$ cat src/rtl/writeback_unit_if.sv
// Result bus from the MEM/WB pipeline register into writeback_unit.
// A transfer happens on a rising edge where wb_valid && wb_ready; the master holds addr/data stable while wb_valid is high.
interface writeback_unit_if;
   logic        wb_valid;
   logic        wb_ready;
   logic [4:0]  wb_addr;
   logic [31:0] wb_data;

   modport master (
      output wb_valid,
      output wb_addr,
      output wb_data,
      input  wb_ready
   );

   modport slave (
      input  wb_valid,
      input  wb_addr,
      input  wb_data,
      output wb_ready
   );
endinterface

$ cat src/rtl/writeback_unit.sv
// Buffers retiring results in a DEPTH-entry FIFO and drains one register-file write per cycle.
// Define WB_FORWARD_EN to build the forwarding search; otherwise fwd_hit*/fwd_data* are tied to 0.
module writeback_unit #(
   parameter int DEPTH = 4
) (
   input  logic                       clk,
   input  logic                       rst,
   input  logic                       drain_hold,
   writeback_unit_if.slave            wb,
   output logic                       reg_wr,
   output logic [4:0]                 reg_wr_addr,
   output logic [31:0]                reg_wr_data,
   input  logic [4:0]                 fwd_addr1,
   input  logic [4:0]                 fwd_addr2,
   output logic                       fwd_hit1,
   output logic                       fwd_hit2,
   output logic [31:0]                fwd_data1,
   output logic [31:0]                fwd_data2,
   output logic [$clog2(DEPTH+1)-1:0] pending_count
);

   localparam int PW = $clog2(DEPTH);
   localparam int CW = $clog2(DEPTH + 1);

   logic [4:0]    addr_mem [DEPTH];
   logic [31:0]   data_mem [DEPTH];
   logic [PW-1:0] rd_ptr;
   logic [PW-1:0] wr_ptr;
   logic [CW-1:0] count;
   logic          push;
   logic          pop;

   // r0 writes complete the handshake but never enter the FIFO.
   assign wb.wb_ready   = !rst && (count < CW'(DEPTH));
   assign push          = wb.wb_valid && wb.wb_ready && (wb.wb_addr != 5'd0);
   // drain_hold freezes the drain so the FIFO can be filled; tie low in normal use.
   assign pop           = (count != '0) && !drain_hold;
   assign pending_count = count;

   always_ff @(posedge clk) begin
      if (push) begin
         addr_mem[wr_ptr] <= wb.wb_addr;
         data_mem[wr_ptr] <= wb.wb_data;
      end
   end

   always_ff @(posedge clk) begin
      if (rst) begin
         rd_ptr      <= '0;
         wr_ptr      <= '0;
         count       <= '0;
         reg_wr      <= 1'b0;
         reg_wr_addr <= 5'd0;
         reg_wr_data <= 32'd0;
      end else begin
         if (push) begin
            wr_ptr <= wr_ptr + 1'b1;
         end
         if (pop) begin
            rd_ptr      <= rd_ptr + 1'b1;
            reg_wr      <= 1'b1;
            reg_wr_addr <= addr_mem[rd_ptr];
            reg_wr_data <= data_mem[rd_ptr];
         end else begin
            reg_wr      <= 1'b0;
         end
         case ({push, pop})
            2'b10:   count <= count + 1'b1;
            2'b01:   count <= count - 1'b1;
            default: count <= count;
         endcase
      end
   end

`ifdef WB_FORWARD_EN
   // Oldest-to-youngest scan so the youngest match overwrites; output stage has lowest priority.
   function automatic logic [32:0] lookup(input logic [4:0] a);
      logic [32:0]   r;
      logic [PW-1:0] idx;
      r = 33'd0;
      if (a != 5'd0) begin
         if (reg_wr && (reg_wr_addr == a)) begin
            r = {1'b1, reg_wr_data};
         end
         for (int i = 0; i < DEPTH; i++) begin
            idx = rd_ptr + PW'(i);
            if ((CW'(i) < count) && (addr_mem[idx] == a)) begin
               r = {1'b1, data_mem[idx]};
            end
         end
      end
      return r;
   endfunction

   always_comb begin
      {fwd_hit1, fwd_data1} = lookup(fwd_addr1);
      {fwd_hit2, fwd_data2} = lookup(fwd_addr2);
   end
`else
   logic unused_fwd_addr;
   assign unused_fwd_addr = ^{fwd_addr1, fwd_addr2};
   assign fwd_hit1  = 1'b0;
   assign fwd_hit2  = 1'b0;
   assign fwd_data1 = 32'd0;
   assign fwd_data2 = 32'd0;
`endif

endmodule

$ cat src/flat_wrapper.sv
// flat-port wrapper written by rule: the top's interface ports become plain ports
module writeback_unit_flat 
#(
   parameter int DEPTH = 4
)
  (clk, rst, drain_hold, reg_wr, reg_wr_addr, reg_wr_data, fwd_addr1, fwd_addr2, fwd_hit1, fwd_hit2, fwd_data1, fwd_data2, pending_count, wb_wb_valid, wb_wb_addr, wb_wb_data, wb_wb_ready);
  writeback_unit_if wb_i ();
  input  logic clk;
  input  logic rst;
  input  logic drain_hold;
  output logic reg_wr;
  output logic [4:0] reg_wr_addr;
  output logic [31:0] reg_wr_data;
  input  logic [4:0] fwd_addr1;
  input  logic [4:0] fwd_addr2;
  output logic fwd_hit1;
  output logic fwd_hit2;
  output logic [31:0] fwd_data1;
  output logic [31:0] fwd_data2;
  output logic [$clog2(DEPTH+1)-1:0] pending_count;
  input wire logic [$bits(wb_i.wb_valid)-1:0] wb_wb_valid;
  input wire logic [$bits(wb_i.wb_addr)-1:0] wb_wb_addr;
  input wire logic [$bits(wb_i.wb_data)-1:0] wb_wb_data;
  output wire logic [$bits(wb_i.wb_ready)-1:0] wb_wb_ready;
  assign wb_i.wb_valid = wb_wb_valid;
  assign wb_i.wb_addr = wb_wb_addr;
  assign wb_i.wb_data = wb_wb_data;
  assign wb_wb_ready = wb_i.wb_ready;
  writeback_unit #(.DEPTH(DEPTH)) u_core (.clk(clk), .rst(rst), .drain_hold(drain_hold), .wb(wb_i), .reg_wr(reg_wr), .reg_wr_addr(reg_wr_addr), .reg_wr_data(reg_wr_data), .fwd_addr1(fwd_addr1), .fwd_addr2(fwd_addr2), .fwd_hit1(fwd_hit1), .fwd_hit2(fwd_hit2), .fwd_data1(fwd_data1), .fwd_data2(fwd_data2), .pending_count(pending_count));
endmodule
$ cat config.mk
export PLATFORM = sky130hd
export DESIGN_NAME = writeback_unit_flat
export DESIGN_NICKNAME = d
export VERILOG_FILES = /design/src/rtl/writeback_unit_if.sv /design/src/rtl/writeback_unit.sv /design/src/flat_wrapper.sv
export SDC_FILE = /design/constraint.sdc
export NUM_CORES = 1
export LEC_CHECK = 0
export BUFFER_PORTS_ARGS = -buffer_cell sky130_fd_sc_hd__buf_2
export CAP_MARGIN = 20
export CORE_ASPECT_RATIO = 0.75
export CORE_MARGIN = 5
export CORE_UTILIZATION = 58
export DETAILED_ROUTE_END_ITERATION = 10
export PLACE_DENSITY_LB_ADDON = 0.08
export SLEW_MARGIN = 15
export SYNTH_ARGS = -nofsm -noshare
export SYNTH_HDL_FRONTEND = slang
export SYNTH_SLANG_ARGS = --single-unit
$ cat constraint.sdc
create_clock -name clk -period 4.77 [get_ports clk]
set_clock_uncertainty 0.2 [all_clocks]
set_input_delay 0.2385 -clock clk [delete_from_list [all_inputs] [get_ports clk]]
set_output_delay 0.2385 -clock clk [all_outputs]
set_load 0.005 [all_outputs]
=== After elaboration in Yosys (flattened, before gate mapping) ===
Memories as Yosys holds them, arrays and structs flattened. A register that Yosys moved wholly into a read port is not among the register bits.
Index checks and enable logic that the tools add are counted.

* Add/subtract/negate cells: 4
* Order comparisons: 1
* Equal/unequal tests: 2
* Multiplexer cells: 4
* Reductions and logical operators: 9

{| class="wikitable"
|+ Operator list
! kind !! number
|-
| case mux 3 bit (2 select lines) || 1
|-
| nonzero test 5 bit || 1
|-
| adder 2 x 1 -> 2 bit, second input constant || 2
|-
| logical AND 1 bit || 4
|-
| adder 3 x 1 -> 3 bit, second input constant || 1
|-
| < comparator 3 bit, second input constant || 1
|-
| two-way mux 1 bit || 3
|-
| nonzero test 3 bit || 1
|-
| subtractor 3 x 1 -> 3 bit, second input constant || 1
|-
| equality test 2 x 1 -> 1 bit, second input constant || 1
|-
| equality test 2 bit, second input constant || 1
|-
| zero test 1 bit || 2
|-
| nonzero test 2 bit || 1
|}

* Bits in registers: 8
* Memory bits (writable): 148
* Bits of input ports: 51
* Output and inout bits: 108
* Logic and storage cells: 26
* Memories kept: 2

{| class="wikitable"
|+ Memory list
! memory !! words !! width !! read ports !! clocked after Yosys merged registers in !! write ports !! RTL line !! source
|-
| u_core.data_mem || 4 || 32 || 1 || 1 || 1 || writeback_unit.sv:26 || <nowiki>logic [31:0] data_mem [DEPTH];</nowiki>
|-
| u_core.addr_mem || 4 || 5 || 1 || 1 || 1 || writeback_unit.sv:25 || <nowiki>logic [4:0] addr_mem [DEPTH];</nowiki>
|}

=== Logic depth before layout (Yosys ltp) ===
* Depth in word-level cells: 6
* Mapped depth: 9
* Mapped depth without buffers: 9

=== Worst setup path after synthesis ===
Ideal clock, no wire load.

* Path kind: register to register
* Start: reg u_core.count[2] (netlist: u_core.pending_count[2])
* End: mem u_core.addr_mem[0][0], enable pin
* Arrival: 1,980 ps
* Required time: 4,172 ps
* Setup slack: 2,192 ps
* Stages on the path, launching flop included: 3
* Period minus slack after synthesis: 2,578 ps
* Path through: dfxtp_1 -> a2111oi_0 -> and2_1

* Longest elaborated chain between the ends: 6

{| class="wikitable"
|+ Ends and longest elaborated chain
! element !! RTL line !! source
|-
| start: declaration || writeback_unit.sv:29 || <nowiki>logic [CW-1:0] count;</nowiki>
|-
| start signal: assignment || writeback_unit.sv:68 || <nowiki>2'b10: count <= count + 1'b1;</nowiki>
|-
| start signal: assignment || writeback_unit.sv:69 || <nowiki>2'b01: count <= count - 1'b1;</nowiki>
|-
| start signal: assignment || writeback_unit.sv:70 || <nowiki>default: count <= count;</nowiki>
|-
| < comparator 3 bit || writeback_unit.sv:34 || <nowiki>assign wb.wb_ready = !rst && (count < CW'(DEPTH));</nowiki>
|-
| logical AND 1 bit || writeback_unit.sv:34 ||
|-
| logical AND 1 bit (2 in a row) || writeback_unit.sv:35 || <nowiki>assign push = wb.wb_valid && wb.wb_ready && (wb.wb_addr != 5'd0);</nowiki>
|-
| two-way mux 1 bit || writeback_unit.sv:41 || <nowiki>if (push) begin</nowiki>
|-
| two-way mux 1 bit (implied by the code) || writeback_unit.sv:42 || <nowiki>addr_mem[wr_ptr] <= wb.wb_addr;</nowiki>
|-
| end: declaration || writeback_unit.sv:25 ||
|}

No other way between the ends.

=== Final worst setup path ===
* Start: in wb_wb_addr[0]
* End: mem u_core.data_mem[0][4], enable pin

* Longest elaborated chain between the ends: 4

{| class="wikitable"
|+ Ends and longest elaborated chain
! element !! RTL line !! source
|-
| start: declaration || flat_wrapper.sv:22 || <nowiki>input wire logic [$bits(wb_i.wb_addr)-1:0] wb_wb_addr;</nowiki>
|-
| nonzero test 5 bit || writeback_unit.sv:35 ||
|-
| logical AND 1 bit || writeback_unit.sv:35 ||
|-
| two-way mux 1 bit || writeback_unit.sv:41 ||
|-
| two-way mux 1 bit (implied by the code) || writeback_unit.sv:43 || <nowiki>data_mem[wr_ptr] <= wb.wb_data;</nowiki>
|-
| end: declaration || writeback_unit.sv:26 ||
|}

No other way between the ends.

==> reports/metrics.yaml <==
outcome:
  outcome: "complete, no violations"
yosys:
  synthSimpleGateAreaFrac_pct: 1.45
  synthTopCellsByArea: "edfxtp_1 (60%), dfxtp_1 (12%), mux4_2 (11%), buf_4 (6.8%), a22o_1 (4.4%)"
  ys_async_sr_fraction_pct: 0
  synth_compound_area_share_pct: 5.36
  ys_top_cells_by_count: "edfxtp_1 (148), buf_4 (67), dfxtp_1 (45), a22o_1 (37), mux4_2 (37)"
  netlist_instances: 401
  synth_edf_count: 148
  synth.most_common_cell: "edfxtp_1"
  ys_warn_count: 0
  yosys_most_used_dff: "edfxtp_1"
  synth_top_family_by_area: "multiplexers"
  ys_seq_area_share_pct: 71.8
  synth_area_um2: 7440
  ys_ff_latch: 193
  synthMuxAreaShare_pct: 11.5
  ys_types: 29
  synth_top_area_share_pct: 59.7
  synthXorXnorAreaFrac_pct: 0.235
  synthAdderAreaFrac_pct: 1.11
  yosysTopAreaCell: "edfxtp_1"
  syn_area_per_cell_um2: 18.6
power_and_ir_drop:
  ir_worst_vdd_mv: 0.522
  p_switching_mw: 1.05
  swShare_pct: 24.2
  p_comb_share_pct: 15.5
  pwr-share-clk_pct: 35.0
  cellLeakagePower_nw: 3.25
  p_per_area_nw_per_um2: 494
  internal_power_mw: 3.28
  seqPwrFrac_pct: 49.4
global_routing:
  grt_overflow_total: 0
  grt_max_degree: 42
  grtUsageTotal_pct: 17.9
  antenna_found_initial: 0
  grt_pass1_wl_um: 20400
  grt_pass1_vias: 3737
final_layout:
  drive_gt1_share_pct: 29.9
  nets: 583
  fill_cells: 812
  final_area_um2: 8780
  antennaDiodeCount: 0
  area_growth_pct: 18.0
clock_network:
  cts_max_path_buffers: 2
  clock-root-buffer: "clkbuf_16"
  post_cts_buffers: 0
  cts_buffers: 17
  cts_tree: "done"
  post_cts_resized: 0
  clk_latency_ps: 420
  hold_buffers: 40
  clkTransAtPathRegs_ps: 70
  cts.sinks: 193
  cts-htree-levels: 4
worst_setup_path:
  endpoint_kind: "flip-flop"
  cp_max_fo: 37
  crit_required_ps: 4600
  cp-start-kind: "input port"
  crit_type: "in2reg"
  critPathArrivalTime_ps: 2860
routing:
  vias: 3671
  drt-initial-drc-count: 251
  drc: 0
  detail_route.wl_per_cell_um: 18.6
  wirelength_um: 13100
  dr.pass1.iters: 4
  ant_nets: 0
  vias_per_cell: 5.21
timing:
  setup_viol: 0
  layout_min_cycle_time_ps: 3030
  tightest_slew_ps: 1090
  finalHoldViolCount: 0
  fmax_mhz: 330
  maxSlewHeadroom_pct: 27.4
  finalCritPeriodShare_pct: 63.5
  holdWs_ps: 52.8
  setup_tns_ps: 0
  rsz0062_at_grt: "false"
  finalMaxSlewViolations: 0
floorplan:
  die_area_um2: 15200
  core-area_um2: 12400
  die_h_um: 108
  initial_core_util_pct: 59.8
  std_cell_rows: 35
  io_pins: 159
  die_x_um: 141
place:
  hpwl_um: 7300
  gp_congestion: 0.677
  place_area_um2: 7740
  port_buffers: 82
run:
  drv_cap: 0
hold_path:
  min_path_type: "in2reg"
-- critical path, cell delays in order --
cell,delay (ps)
dlygate4sd3_1,570
buf_2,170
nor4_1,80
a2111oi_1,810
and2_2,980
-- area by class of cell --
type                       count  area (um^2)  share of cell area [%]
clock buffer                  17          425                    4.85
clock inverter                14          213                    2.42
inverter                      10         37.5                   0.428
multi-input combinational    180         1720                    19.6
sequential                   193         5350                    60.9
tap                          166          208                    2.37
timing repair buffer         124          826                    9.41
-- layer usage --
metal | wire, um | up-vias | GRT usage, %
li1 | - | 1677 | -
met1 | 5630 | 1873 | 24.0
met2 | 6580 | 111 | 29.9
met3 | 750 | 10 | 4.51
met4 | 109 | 0 | 4.15
met5 | 0 | - | 0
-- through the flow --
stage,utilization (%),instances,setup slack [ps],total power [mW]
5_1_grt,70.6,704,1550,4.53
4_1_cts,70.6,704,1480,4.38
2_1_floorplan,-,466,2190,2.64
6_report,70.6,704,1740,4.33
3_5_place_dp,62.2,633,1620,2.83
3_3_place_gp,62.2,633,1880,2.81
-- cell families after synthesis --
| group | after synthesis |
|---|---|
| flip-flops | 193 |
| other | 1 |
| buffers and inverters | 93 |
| AO/OA/AOI/OAI | 47 |
| adder cells (fa/ha/maj) | 6 |
| AND/OR/NAND/NOR | 20 |
| multiplexers | 39 |
| XOR/XNOR | 2 |
-- placed cells by master, fill, tap and decap left out, types with 8 or more instances in the layout --
master and instances:
inv_1 10, dlygate4sd3_1 40, conb_1 66, dfxtp_1 43, clkbuf_16 17, mux4_2 37
a22o_1 37, edfxtp_1 148, buf_2 82, nor2_1 8
-- power groups by stage --
stage,clock (mW),combinational [mW],sequential [mW]
final,1.52,0.674,2.14
after global routing,1.61,0.738,2.18
after CTS,1.54,0.681,2.15
after detailed placement,0,0.648,2.19
after global placement,0,0.633,2.18
after floorplan,0,0.554,2.08
-- worst paths after layout --
kind              slack, ps                             endpoint                            startpoint  cells past startpoint
setup / recovery       1740      u_core.data_mem[0][4]$_DFFE_PP_                         wb_wb_addr[0]                      5
hold / removal           50        u_core.wr_ptr[1]$_SDFFE_PP0P_                           wb_wb_valid                      4
setup reg to reg       2050      u_core.data_mem[0][4]$_DFFE_PP_  u_core.pending_count[2]$_SDFFE_PP0P_                      2
hold reg to reg         280  u_core.reg_wr_data[11]$_SDFFE_PP0P_   u_core.reg_wr_data[11]$_SDFFE_PP0P_                      1
-- registers in the layout, indices dropped and copies added, names as in the netlist --
name,cells
u_core.rd_ptr,2
u_core.reg_wr_addr,5
u_core.addr_mem,20
u_core.reg_wr,1
u_core.pending_count,3
u_core.wr_ptr,2
u_core.reg_wr_data,32
u_core.data_mem,128
(Power assumes the default switching activity.)
